`src/rtl/dlx_pkg.sv`:
```
// Shared DLX execute-stage definitions: ALU opcodes, FSM states and datapath sizing.
package dlx_pkg;

    localparam int unsigned XLEN      = 32;
    localparam int unsigned MD_CYCLES = 32;
    localparam int unsigned OP_W      = 5;
    localparam int unsigned REG_W     = 5;
    localparam int unsigned SHAMT_W   = $clog2(XLEN);
    localparam int unsigned CNT_W     = $clog2(MD_CYCLES);

    typedef enum logic [OP_W-1:0] {
        ALU_ADD   = 5'd0,
        ALU_SUB   = 5'd1,
        ALU_AND   = 5'd2,
        ALU_OR    = 5'd3,
        ALU_XOR   = 5'd4,
        ALU_SLL   = 5'd5,
        ALU_SRL   = 5'd6,
        ALU_SRA   = 5'd7,
        ALU_SLT   = 5'd8,
        ALU_SLTU  = 5'd9,
        ALU_SEQ   = 5'd10,
        ALU_SNE   = 5'd11,
        ALU_LHI   = 5'd12,
        ALU_MULTU = 5'd13,
        ALU_DIVU  = 5'd14
    } alu_op_t;

    typedef enum logic {
        IDLE = 1'b0,
        BUSY = 1'b1
    } ex_state_t;

    function automatic logic is_muldiv(input logic [OP_W-1:0] op);
        return (op == ALU_MULTU) || (op == ALU_DIVU);
    endfunction

endpackage

```
`src/rtl/muldiv_iter.sv`:
```
// Iterative unsigned multiply (shift-add) / divide (restoring) engine, one step per clock.
module muldiv_iter
    import dlx_pkg::*;
(
    input  logic                 clk,
    input  logic                 reset,
    input  logic                 start,
    input  logic [OP_W-1:0]      op,
    input  logic [XLEN-1:0]      a,
    input  logic [XLEN-1:0]      b,
    input  logic                 flush,
    output logic                 busy,
    output logic                 last,
    output logic [XLEN-1:0]      result
);

    ex_state_t        state_q, state_d;
    logic [CNT_W-1:0] cnt_q, cnt_d;
    logic             is_div_q, is_div_d;
    // acc: product or partial remainder; x: multiplicand or dividend/quotient; y: multiplier or divisor
    logic [XLEN-1:0]  acc_q, acc_d;
    logic [XLEN-1:0]  x_q, x_d;
    logic [XLEN-1:0]  y_q, y_d;

    logic [XLEN:0]    rem_shift;
    logic [XLEN:0]    trial;
    logic             fits;
    logic [XLEN-1:0]  step_acc, step_x, step_y;

    assign busy   = (state_q == BUSY);
    assign last   = busy && (cnt_q == CNT_W'(MD_CYCLES - 1));
    assign result = is_div_q ? step_x : step_acc;

    // One iteration of the selected algorithm; with a zero divisor every bit fits, giving all ones.
    always_comb begin
        rem_shift = {acc_q, x_q[XLEN-1]};
        trial     = rem_shift - {1'b0, y_q};
        fits      = (rem_shift >= {1'b0, y_q});
        step_acc  = acc_q;
        step_x    = x_q;
        step_y    = y_q;
        if (is_div_q) begin
            step_acc = fits ? trial[XLEN-1:0] : rem_shift[XLEN-1:0];
            step_x   = {x_q[XLEN-2:0], fits};
        end else begin
            step_acc = acc_q + (y_q[0] ? x_q : '0);
            step_x   = {x_q[XLEN-2:0], 1'b0};
            step_y   = {1'b0, y_q[XLEN-1:1]};
        end
    end

    always_comb begin
        state_d  = state_q;
        cnt_d    = cnt_q;
        is_div_d = is_div_q;
        acc_d    = acc_q;
        x_d      = x_q;
        y_d      = y_q;
        case (state_q)
            IDLE: begin
                if (start && !flush) begin
                    state_d  = BUSY;
                    cnt_d    = '0;
                    is_div_d = (op == ALU_DIVU);
                    acc_d    = '0;
                    x_d      = a;
                    y_d      = b;
                end
            end
            BUSY: begin
                if (flush) begin
                    state_d = IDLE;
                end else begin
                    acc_d = step_acc;
                    x_d   = step_x;
                    y_d   = step_y;
                    cnt_d = cnt_q + CNT_W'(1);
                    if (last) begin
                        state_d = IDLE;
                    end
                end
            end
            default: state_d = IDLE;
        endcase
    end

    always_ff @(posedge clk or posedge reset) begin
        if (reset) begin
            state_q  <= IDLE;
            cnt_q    <= '0;
            is_div_q <= 1'b0;
            acc_q    <= '0;
            x_q      <= '0;
            y_q      <= '0;
        end else begin
            state_q  <= state_d;
            cnt_q    <= cnt_d;
            is_div_q <= is_div_d;
            acc_q    <= acc_d;
            x_q      <= x_d;
            y_q      <= y_d;
        end
    end

endmodule

```
`src/rtl/ex_stage.sv`:
```
// DLX execute stage: operand forwarding, single-cycle ALU, multi-cycle mul/div stall and EX/MEM registers.
module ex_stage
    import dlx_pkg::*;
(
    input  logic                 clk,
    input  logic                 reset,
    input  logic [OP_W-1:0]      alu_op_EX,
    input  logic [XLEN-1:0]      S1_EX,
    input  logic [XLEN-1:0]      S2_EX,
    input  logic [XLEN-1:0]      Imm_EX,
    input  logic                 use_imm_EX,
    input  logic [REG_W-1:0]     Rs1_EX,
    input  logic [REG_W-1:0]     Rs2_EX,
    input  logic [REG_W-1:0]     Rd_EX,
    input  logic                 d_write_enable_EX,
    input  logic                 d_load_enable_EX,
    input  logic                 flush_EX,
    input  logic [XLEN-1:0]      ALU_out_MEM_backward,
    input  logic [REG_W-1:0]     Rd_MEM_backward,
    input  logic [REG_W-1:0]     Rd_WB_backward,
    input  logic [XLEN-1:0]      Data_WB_backward,
    output logic                 stall_EX,
    output logic [XLEN-1:0]      ALU_out_MEM,
    output logic                 d_write_enable_MEM,
    output logic                 d_load_enable_MEM,
    output logic [REG_W-1:0]     Rs2_MEM,
    output logic [REG_W-1:0]     Rd_MEM
);

    logic [XLEN-1:0]  op_a, s2_fwd, op_b;
    logic [XLEN-1:0]  alu_res;
    logic             md_start, md_busy, md_last;
    logic [XLEN-1:0]  md_result;

    logic [XLEN-1:0]  alu_out_d;
    logic             we_d, le_d;
    logic [REG_W-1:0] rs2_d, rd_d;

    // MEM beats WB; register 0 never forwards.
    function automatic logic [XLEN-1:0] fwd(input logic [REG_W-1:0] rs,
                                            input logic [XLEN-1:0]  reg_val);
        if (rs != '0 && rs == Rd_MEM_backward) return ALU_out_MEM_backward;
        if (rs != '0 && rs == Rd_WB_backward)  return Data_WB_backward;
        return reg_val;
    endfunction

    assign op_a   = fwd(Rs1_EX, S1_EX);
    assign s2_fwd = fwd(Rs2_EX, S2_EX);
    assign op_b   = use_imm_EX ? Imm_EX : s2_fwd;

    always_comb begin
        alu_res = '0;
        case (alu_op_t'(alu_op_EX))
            ALU_ADD:  alu_res = op_a + op_b;
            ALU_SUB:  alu_res = op_a - op_b;
            ALU_AND:  alu_res = op_a & op_b;
            ALU_OR:   alu_res = op_a | op_b;
            ALU_XOR:  alu_res = op_a ^ op_b;
            ALU_SLL:  alu_res = op_a << op_b[SHAMT_W-1:0];
            ALU_SRL:  alu_res = op_a >> op_b[SHAMT_W-1:0];
            ALU_SRA:  alu_res = XLEN'($signed(op_a) >>> op_b[SHAMT_W-1:0]);
            ALU_SLT:  alu_res = {{(XLEN-1){1'b0}}, ($signed(op_a) < $signed(op_b))};
            ALU_SLTU: alu_res = {{(XLEN-1){1'b0}}, (op_a < op_b)};
            ALU_SEQ:  alu_res = {{(XLEN-1){1'b0}}, (op_a == op_b)};
            ALU_SNE:  alu_res = {{(XLEN-1){1'b0}}, (op_a != op_b)};
            ALU_LHI:  alu_res = {op_b[15:0], 16'h0};
            default:  alu_res = '0;
        endcase
    end

    assign md_start = is_muldiv(alu_op_EX) && !flush_EX && !md_busy;

    muldiv_iter u_muldiv (
        .clk    (clk),
        .reset  (reset),
        .start  (md_start),
        .op     (alu_op_EX),
        .a      (op_a),
        .b      (op_b),
        .flush  (flush_EX),
        .busy   (md_busy),
        .last   (md_last),
        .result (md_result)
    );

    // Held low during reset so an abandoned operation does not keep the front end frozen.
    assign stall_EX = !reset && (md_start || (md_busy && !md_last && !flush_EX));

    // EX/MEM next values; anything not explicitly retired is a bubble.
    always_comb begin
        alu_out_d = '0;
        we_d      = 1'b0;
        le_d      = 1'b0;
        rs2_d     = '0;
        rd_d      = '0;
        if (!flush_EX) begin
            if (md_busy) begin
                if (md_last) begin
                    alu_out_d = md_result;
                    we_d      = d_write_enable_EX;
                    le_d      = d_load_enable_EX;
                    rs2_d     = Rs2_EX;
                    rd_d      = Rd_EX;
                end
            end else if (!is_muldiv(alu_op_EX)) begin
                alu_out_d = alu_res;
                we_d      = d_write_enable_EX;
                le_d      = d_load_enable_EX;
                rs2_d     = Rs2_EX;
                rd_d      = Rd_EX;
            end
        end
    end

    always_ff @(posedge clk or posedge reset) begin
        if (reset) begin
            ALU_out_MEM        <= '0;
            d_write_enable_MEM <= 1'b0;
            d_load_enable_MEM  <= 1'b0;
            Rs2_MEM            <= '0;
            Rd_MEM             <= '0;
        end else begin
            ALU_out_MEM        <= alu_out_d;
            d_write_enable_MEM <= we_d;
            d_load_enable_MEM  <= le_d;
            Rs2_MEM            <= rs2_d;
            Rd_MEM             <= rd_d;
        end
    end

endmodule

```
`config.mk`:
```
export PLATFORM = sky130hd
export DESIGN_NAME = ex_stage
export DESIGN_NICKNAME = d
export VERILOG_FILES = /design/src/rtl/dlx_pkg.sv /design/src/rtl/muldiv_iter.sv /design/src/rtl/ex_stage.sv
export SDC_FILE = /design/constraint.sdc
export NUM_CORES = 1
export LEC_CHECK = 0
export BUFFER_PORTS_ARGS = -buffer_cell sky130_fd_sc_hd__buf_4
export CORE_UTILIZATION = 50
export CTS_CLUSTER_SIZE = 40
export DETAILED_ROUTE_END_ITERATION = 8
export HOLD_SLACK_MARGIN = 0.06
export PLACE_DENSITY = 0.76
export SYNTH_ARGS = -nofsm -noshare
export SYNTH_HDL_FRONTEND = slang
export SYNTH_SLANG_ARGS = --single-unit
```
`constraint.sdc`:
```
create_clock -name clk -period 5.71 [get_ports clk]
set_input_delay 0.8565 -clock clk [delete_from_list [all_inputs] [get_ports clk]]
set_output_delay 0.8565 -clock clk [all_outputs]
set_load 0.02 [all_outputs]
```
=== Word-level counts from Yosys, hierarchy flattened ===
Cells that the tools add are included.
W data, S select, Z words.

* $add $sub $neg: 5
* Magnitude comparators: 3
* Eq/ne operators: 24
* Shift-type cells: 3
* Mux-type cells: 58
* Bitwise gates (word level): 4
* Reduce and logical (&&, ||, !) cells: 23

{| class="wikitable"
|+ Operators with widths
! cell !! count
|-
| $mux W32 || 24
|-
| $pmux W32 S13 || 1
|-
| $pmux W32 S2 || 3
|-
| $add A32 B32 Y32 || 2
|-
| $lt A32 B32 Y1 || 2
|-
| $sub A32 B32 Y32 || 2
|-
| $mux W5 || 10
|-
| $eq A5 B4 Y1 const B || 7
|-
| $ge A33 B32 Y1 || 1
|-
| $and A32 B32 Y32 || 1
|-
| $eq A32 B32 Y1 || 1
|-
| $ne A32 B32 Y1 || 1
|-
| $or A32 B32 Y32 || 1
|-
| $shl A32 B5 Y32 || 1
|-
| $shr A32 B5 Y32 || 1
|-
| $sshr A32 B5 Y32 || 1
|-
| $xor A32 B32 Y32 || 1
|-
| $eq A5 B3 Y1 const B || 4
|-
| $eq A5 B5 Y1 || 4
|-
| $mux W1 || 18
|-
| $logic_and A1 B1 Y1 || 11
|-
| $eq A5 B2 Y1 const B || 2
|-
| $pmux W5 S2 || 1
|-
| $reduce_bool A5 Y1 || 2
|-
| other kinds (12) || 18
|}

* Flip-flop bits (word level): 147
* Input bits: 196
* Output and inout port bits: 45

=== Logic depth before layout (Yosys ltp) ===
Gate-level depths: netlist of run 1.

* Depth after elaboration: 12
* Depth in mapped cells: 25
* Gate-level depth less buffers: 21

=== Cells and area by module ===
From an unflattened synthesis of run 1, not the netlist that was laid out.

* Cell total of the unflattened synthesis: 3035
* Area total of the unflattened synthesis: 21992.3 um^2

{| class="wikitable"
|+ By module, submodules not included
! module !! instances !! cells an instance !! area an instance (um^2) !! sequential area each (um^2)
|-
| ex_stage || 1 || 1918 || 12897.4 || 1101.1
|-
| muldiv_iter || 1 || 1117 || 9095.0 || 2577.5
|}

=== Worst setup path after synthesis of run 1 ===
OpenSTA, ideal clock, no wires.

* Kind: in2reg
* Start: in Rs2_EX[2]
* End: reg ALU_out_MEM[30]
* Setup time: 0.130 ns
* Arrival: 6.004 ns
* Setup slack: -0.424 ns
* Stages on the path: 21
* Path through: or4_4 -> o211ai_2 -> nor2_1 -> buf_2 -> a211oi_1 -> o31a_1 -> clkbuf_1 -> buf_1 -> buf_1 -> ha_1 -> clkbuf_1 -> o31ai_1 -> a211o_1 -> a2111o_1 -> a221oi_1 -> o21bai_1 -> a21boi_0 -> nor4_1 -> a2111o_1 -> nor3_1 -> o21ai_0

* Longest elaborated chain between the ends: 12
* Elaborated cells on any way between the ends: 24

{| class="wikitable"
|+ Ends and longest elaborated chain
! what !! line !! source
|-
| start, declared || ex_stage.sv:13 || <nowiki>input logic [REG_W-1:0] Rs2_EX,</nowiki>
|-
| $eq A5 B5 Y1 or $reduce_bool A5 Y1 (tied branches) || ex_stage.sv:43, ex_stage.sv:42 ||
|-
| $logic_and A1 B1 Y1 || ex_stage.sv:43 || <nowiki>if (rs != '0 && rs == Rd_WB_backward) return Data_WB_backward;</nowiki>
|-
| $mux W1 (2 in series) || ex_stage.sv:43 ||
|-
| $mux W32 || ex_stage.sv:44 || <nowiki>return reg_val;</nowiki>
|-
| $mux W32 * || ex_stage.sv:43 ||
|-
| $mux W32 * || ex_stage.sv:49 || <nowiki>assign op_b = use_imm_EX ? Imm_EX : s2_fwd;</nowiki>
|-
| $sub A32 B32 Y32, or another cell as far along || ex_stage.sv:55 || <nowiki>ALU_SUB: alu_res = op_a - op_b;</nowiki>
|-
| $pmux W32 S13 * || ex_stage.sv:53 || <nowiki>case (alu_op_t'(alu_op_EX))</nowiki>
|-
| $mux W32 * || ex_stage.sv:105 || <nowiki>end else if (!is_muldiv(alu_op_EX)) begin</nowiki>
|-
| $mux W32 * || ex_stage.sv:97 || <nowiki>if (md_busy) begin</nowiki>
|-
| $mux W32 * || ex_stage.sv:96 || <nowiki>if (!flush_EX) begin</nowiki>
|-
| named net alu_out_d[30] || ex_stage.sv:35 || <nowiki>logic [XLEN-1:0] alu_out_d;</nowiki>
|-
| end signal, assigned || ex_stage.sv:123 || <nowiki>ALU_out_MEM <= alu_out_d;</nowiki>
|-
| end, declared || ex_stage.sv:23 || <nowiki>output logic [XLEN-1:0] ALU_out_MEM,</nowiki>
|}

Mark *: on every way through the listed nets, which the timed path passes. The rest lies on a longest branch. The select of a mux whose other input is x is not followed.
A chain may end at the register's enable or synchronous reset.

=== Worst setup path after layout of run 1 ===
* Start: in Rs2_EX[2]
* End: reg ALU_out_MEM[18]

The elaborated chain is that of the path after synthesis.

==> metrics.md, run 1 <==
| Metric | Value |
|---|---|
| Status | `finished with violations` |
| Failing checks | `DRC, capacitance limit, slew limit` |
| CTS tree | `yes` |
| Cell Area, Synth | `0.0209 mm^2` |
| # hold bufs at CTS | `0` |
| Routed len/inst | `roughly 28 um` |
| CP Data Arrival Time | `between 5 and 6 ns` |
| Synth Warn # | `0` |
| Number of synthesized flops with an enable pin | `0` |
| Post-Route WL | `roughly 110000 um` |
| Cell taking the most area after synthesis | `dfrtp_1` |
| Synth async-reset ratio | `1.00` |
| Number of port buffers | `240` |
| Pre-Repair DR Iteration Count | `9` |
| GP Congestion | `1.13` |
| Max clock buf depth | `2` |
| Post-layout power | `between 7 and 8 mW` |
| Crit Path Category | `in2reg` |
| MaxCap Viol Count | `1` |
| Hold Crit Class | `reg2reg` |
| Combinational fraction of design power | `0.632` |
| Layout Nets | `~3600` |
| Critical Path End Type | `register` |
| Net Sw Power | `between 3 and 4 mW` |
| Critical Path RT | `6.06 ns` |
| Number of global-route vias before repair | `approximately 25000` |
| Hold WS | `0.524 ns` |
| Post-synth net total | `between 3000 and 4000` |
| Yosys cell types | `90` |
| Flop pwr share | `0.217` |
| Worst vdd ir | `309 uV` |
| Die Width | `207 um` |
| Synthesized area per cell | `7.34 um^2` |
| Total vias in the final route | `25600` |
| Clock Power Share | `0.151` |
| Worst Path Max Fanout | `4` |
| Slew @ Worst Pin | `around 1.5 ns` |
| Sw frac | `0.498` |
| Top FF cell, synth | `dfrtp_1` |
| Drt via density | `6.74` |
| Top cells by area, synth | `dfrtp_1, ha_1, mux2i_1, a21oi_1, o21ai_0` |
| GRT Resource Usage Total | `0.487` |
| Clock Sink Count | `roughly 150` |
| First-pass GRT wire length | `~150000 um` |
| Overflow after GRT | `0` |
| Hold Fails Final Rpt | `0` |
| Max_slew headroom | `-0.00308` |
| Slew Viols, Final | `1` |
| DP Wirelength | `approximately 85000 um` |
| Row count | `74` |
| I/O pin total | `between 200 and 250` |
| Yosys reg bits | `about 150` |
| Cell count after synthesis | `roughly 2800` |
| Largest net degree at the start of global routing | `107` |
| Routed Antenna Nets | `0` |
| Reg2reg setup slack | `between 0.5 and 0.6 ns` |
| Share of cells above drive strength 1 | `0.209` |
| PwrDens | `about 290 mW/mm^2` |
| Tmin final | `~5.6 ns` |
| Sequential fraction of the synthesis area | `0.176` |
| Setup crit start kind | `input port` |
| Leak | `around 12 nW` |
| Root buffer cell | `clkbuf_16` |
| DRC Markers | `7` |
| Fin Clk Skew | `around 0.024 ns` |
| FMAX | `~180 MHz` |
| H-tree depth | `4` |
| Period utilization | `0.979` |
| Die height | `roughly 210 um` |
| Starting density of the core | `0.510` |
| Initial antenna violation count | `6` |
| Yosys top cell area share | `0.176` |
| Internal power | `about 3.8 mW` |
| Final setup fails | `0` |
| Die area | `~0.043 mm^2` |
| Worst skew pair latency | `around 0.5 ns` |
| DR iter-0 viols | `roughly 3200` |
| Clk pin slew, worst setup/hold paths | `0.06 ns` |
| RSZ-0062 raised after global routing | `no` |
| Num CTS Buffers | `17` |
| P&R area growth vs syn | `23.6%` |
| Core footprint | `around 0.04 mm^2` |
cell families (layout without fill, tap and decap cells):
kind of cell             Yosys count  count (layout)  share of synthesized area
AO/OA/AOI/OAI                   1004            1004                      0.311
AND/OR/NAND/NOR                  854             854                      0.186
buffers and inverters            339             757                     0.0649
multiplexers                     241             241                      0.117
adder cells (fa/ha/maj)          181             181                      0.110
flip-flops                       147             147                      0.176
XOR/XNOR                          83              83                     0.0347
other                              0               4                          0
metrics by stage:
step | cells | setup WS (ns) | util | setup TNS (ns) | cell area [um^2]
after detailed placement | 3768 | -0.895 | 0.615 | -2.35 | 25200
final | 3803 | 0.119 | 0.631 | 0 | 25900
after floorplan | 2849 | 0.0125 | - | 0 | 21000
after global routing | 3803 | 0.0179 | 0.631 | 0 | 25900
after CTS | 3799 | 0.00758 | 0.629 | 0 | 25800
after global placement | 3768 | -0.695 | 0.615 | -1.09 | 25200
synthesized netlist by cell type, types with 18 or more instances:
master and number:
a21oi_1 264, nand3_1 43, mux2i_1 219, o21a_1 29
xnor2_1 50, nor2_1 272, o22ai_1 31, xor2_1 33
ha_1 177, o31ai_1 32, a31oi_1 45, a211oi_1 56
nand4_1 26, o21ai_1 18, nand2_1 274, o211ai_1 32
clkbuf_1 124, o221ai_1 23, buf_2 27, a221oi_1 22
a21o_1 57, o21bai_1 31, mux2_2 19, and2_1 60
nor3_1 66, dfrtp_1 147, buf_1 32, inv_1 144
o21ai_0 213, nand2b_1 22
power groups by stage:
| stage | sequential, mW | clock, mW | combinational [mW] |
|---|---|---|---|
| floorplan | 1.52 | 0 | 2.92 |
| global placement | 1.60 | 0 | 4.36 |
| detailed placement | 1.62 | 0 | 4.49 |
| CTS | 1.60 | 1.12 | 4.55 |
| global route | 1.65 | 1.16 | 5.02 |
| finish | 1.63 | 1.13 | 4.74 |
routing by layer:
| metal | vias to the layer above | track usage | wire length [um] |
|---|---|---|---|
| met4 | 0 | 0.409 | 9990 |
| met5 | - | 0 | 0 |
| li1 | 11300 | - | - |
| met3 | 487 | 0.121 | 11300 |
| met1 | 12000 | 0.568 | 39200 |
| met2 | 1901 | 0.754 | 46100 |
path summary, 6_finish.rpt:
check                                  from          endpoint  cells past startpoint
max                               Rs2_EX[2]   ALU_out_MEM[18]                     23
min                        u_muldiv.x_q[21]  u_muldiv.x_q[21]                      2
max reg2reg                 u_muldiv.y_q[0]   ALU_out_MEM[30]                     15
min reg2reg                u_muldiv.x_q[21]  u_muldiv.x_q[21]                      2
max in group asynchronous             reset     u_muldiv.busy                      3
min in group asynchronous             reset   ALU_out_MEM[20]                      2
critical path, cell delays in order:
cell and delay, ns:
buf_4 0.12, or4_4 0.56, o211ai_2 0.25, o21ai_1 0.14
a311o_1 0.42, nand2_8 0.10, buf_4 0.11, ha_1 0.18
inv_1 0.08, fa_1 0.45, o21bai_1 0.19, a21oi_2 0.09
o31ai_1 0.39, a211o_1 0.27, buf_4 0.15, a21oi_1 0.06
nor2_1 0.17, buf_4 0.15, o21ai_0 0.08, a31oi_1 0.40
nor4_1 0.14, and4_1 0.22, nor3_1 0.33
state kept, by name, summed over array words and instances, names as in the netlist:
register / flops
u_muldiv.busy: 1
u_muldiv.y_q: 32
u_muldiv.is_div_q: 1
Rs2_MEM: 5
u_muldiv.acc_q: 32
u_muldiv.cnt_q: 5
d_write_enable_MEM: 1
d_load_enable_MEM: 1
Rd_MEM: 5
u_muldiv.x_q: 32
ALU_out_MEM: 32
cell usage in the layout (no fill, tap or decap), types with 9 or more instances in the layout:
cell type and n:
a211o_1 9, a211oi_1 56, a21o_1 57, a21oi_1 261
a221o_1 9, a221oi_1 20, a22o_1 10, a22oi_1 12
a31oi_1 44, and2_1 60, and3_1 15, buf_4 575
clkbuf_16 17, dfrtp_1 145, ha_1 177, inv_1 141
mux2_2 19, mux2i_1 219, nand2_1 274, nand2b_1 22
nand3_1 43, nand4_1 26, nor2_1 269, nor2b_1 16
nor3_1 65, nor4_1 12, o211ai_1 32, o21a_1 29
o21ai_0 210, o21ai_1 20, o21bai_1 31, o221ai_1 23
o22ai_1 31, o31ai_1 30, or3_1 13, xnor2_1 50
xor2_1 33
area by class of cell:
type | count | area [um^2]
Timing Repair Buffer | 578 | 4380
Inverter | 148 | 563
Clock inverter | 9 | 73.8
Multi-Input combinational cell | 2363 | 16000
Fill cell | 3557 | 15100
Tap cell | 532 | 666
Antenna cell | 4 | 10.0
Sequential cell | 147 | 3680
Clock buffer | 22 | 484
what timing repair did:
item	CTS	global route
buffers inserted	0	0
resized for setup	3	10
endpoints found under the setup margin	1	8
Note: power is estimated with default switching activity, not from simulation.
==> run 2, diff against run 1 <==
- CTS_BUF_LIST: default -> sky130_fd_sc_hd__clkbuf_8
- TNS_END_PERCENT: default -> 100
==> run 2 against run 1 <==
Compared with the run above: highest routed layer is now met5; clock skew rose by 0.011 ns; count of clock-buffer cells in the layout is 1 lower; cell area fell by 0.80%; the run ends with DRC left; sequential share of layout area up 0.12 points; critical path type unchanged; cell count is the same.
==> metrics.md, run 2 (synthesis gave the netlist of run 1 again) <==
| Metric | Value |
|---|---|
| Failing checks | `DRC` |
| Largest net degree at the start of global routing | `between 100 and 150` |
| Routed len/inst | `around 28 um` |
| Worst Path Max Fanout | `3` |
| Worst vdd ir | `around 290 uV` |
| Die Width | `roughly 210 um` |
| FF+latch area | `around 0.0037 mm^2` |
| Total vias in the final route | `approximately 25000` |
| Status | `finished with violations` |
| H-tree depth | `4` |
| Filler instances | `approximately 3600` |
| P&R area growth vs syn | `22.6%` |
| Hold WS | `approximately 0.49 ns` |
| Initial antenna violation count | `5` |
| Post-CTS setup buffer count | `0` |
| Final setup fails | `0` |
| # hold bufs at CTS | `0` |
| I/O pin total | `241` |
| First-pass GRT wire length | `around 150000 um` |
| GP Congestion | `approximately 1.1` |
| Worst skew pair latency | `0.57 ns` |
| CTS tree | `yes` |
| Leak | `12.2 nW` |
| GRT Resource Usage Total | `0.487` |
| Worst R2R Path Depth | `15` |
| Number of global-route vias before repair | `roughly 24000` |
| Pre-Repair DR Iteration Count | `9` |
| Crit Path Category | `in2reg` |
| TNS Setup | `0 ns` |
| PwrDens | `279 mW/mm^2` |
| Hold Fails Final Rpt | `0` |
| RSZ-0062 raised after global routing | `no` |
| DR iter-0 viols | `3282` |
| Die area | `0.0427 mm^2` |
| Routed Antenna Nets | `0` |
| Starting density of the core | `0.510` |
| Critical Path End Type | `register` |
| Number of port buffers | `240` |
| Overflow after GRT | `0` |
| Layout Nets | `around 3600` |
| Pre-CTS setup slack | `-0.895 ns` |
| Final setup margin | `0.188 ns` |
| Clk pin slew, worst setup/hold paths | `~0.11 ns` |
| Commonest non-fill, non-tap cells in the layout | `buf_4, nand2_1, nor2_1, a21oi_1, mux2i_1` |
| DRC Markers | `8` |
| Num CTS Buffers | `17` |
| Core footprint | `~0.04 mm^2` |
| Period utilization | `0.967` |
| Row count | `between 70 and 80` |
| Slew @ Worst Pin | `1.44 ns` |
| Tmin final | `between 5 and 6 ns` |
| Post-Route WL | `approximately 110000 um` |
| Leading cell type in the layout, fill and taps excluded | `buf_4` |
| Slew Viols, Final | `0` |
| Hold Crit Class | `in2reg` |
| Critical Path RT | `a little over 6 ns` |
| Hold path cells | `2` |
| MaxCap Viol Count | `0` |
| Max clock buf depth | `2` |
| Die height | `between 200 and 250 um` |
| Root buffer cell | `clkbuf_8` |
| Setup crit start kind | `input port` |
| Area of the multi-input gates | `0.0160 mm^2` |
| Clock Sink Count | `~150` |
| Drt via density | `around 6.7` |
| DP Wirelength | `84900 um` |
| Fin Clk Skew | `about 0.036 ns` |
| Max_slew headroom | `0.0342` |
| Share of cells above drive strength 1 | `0.208` |
| FMAX | `~180 MHz` |
| CP Data Arrival Time | `~5.9 ns` |
-- run 2: final timing paths --
check | to | slack [ns] | start
max | ALU_out_MEM[20] | 0.19 | Rs1_EX[1]
max in group asynchronous | u_muldiv.busy | 3.90 | reset
max reg2reg | ALU_out_MEM[30] | 0.62 | u_muldiv.y_q[0]
min in group asynchronous | ALU_out_MEM[20] | 0.53 | reset
min reg2reg | u_muldiv.x_q[21] | 0.53 | u_muldiv.x_q[21]
min | Rd_MEM[0] | 0.49 | Rd_EX[0]
-- run 2: metal layers --
metal / vias to the layer above / wire [um] / global-route usage
li1: 11200 / - / -
met1: 11900 / 38900 / 0.566
met2: 1770 / 45900 / 0.751
met3: 450 / 11300 / 0.124
met4: 2 / 9880 / 0.408
met5: - / 14 / 0
-- run 2: through the flow --
step           power [mW]  instance area [um^2]   util  cells
4_1_cts              6.96                 25600  0.625   3799
3_5_place_dp         6.11                 25200  0.615   3768
2_1_floorplan        4.44                 21000      -   2849
6_report             7.16                 25700  0.626   3803
3_3_place_gp         5.96                 25200  0.615   3768
5_1_grt              7.52                 25700  0.626   3803
-- run 2: timing repair --
item | 4_1_cts | 5_1_grt
gates resized for setup | 3 | 5
setup endpoints to repair | 1 | 3
gates cloned | 0 | 0
-- run 2: final cells by class --
type	instances	share of cell area
multi-input combinational	2363	0.623
timing repair buffer	578	0.171
sequential	147	0.144
tap	532	0.0259
inverter	148	0.0219
clock buffer	21	0.0113
clock inverter	10	0.00302
antenna	4	0.000390
-- run 2: power by group --
group / total [mW] / switching [mW] / internal (mW)
registers: 1.62 / 0.326 / 1.30
clock network: 0.829 / 0.484 / 0.345
logic: 4.71 / 2.85 / 1.86
-- run 2: worst max-delay path: stages --
cell and delay [ns]:
buf_4 0.11, or4_1 0.54, or2_1 0.25, nand3_1 0.14, mux2i_1 0.23, o21ai_0 0.21, inv_1 0.16, ha_1 0.18
inv_1 0.07, fa_1 0.45, a21oi_1 0.19, o21bai_1 0.11, and2_1 0.20, o31ai_4 0.32, o21ai_0 0.20, a221oi_2 0.32
a211oi_1 0.16, a32o_1 0.30, a21oi_2 0.21, buf_4 0.17, nand2_1 0.08, o31ai_4 0.31, a31oi_2 0.17
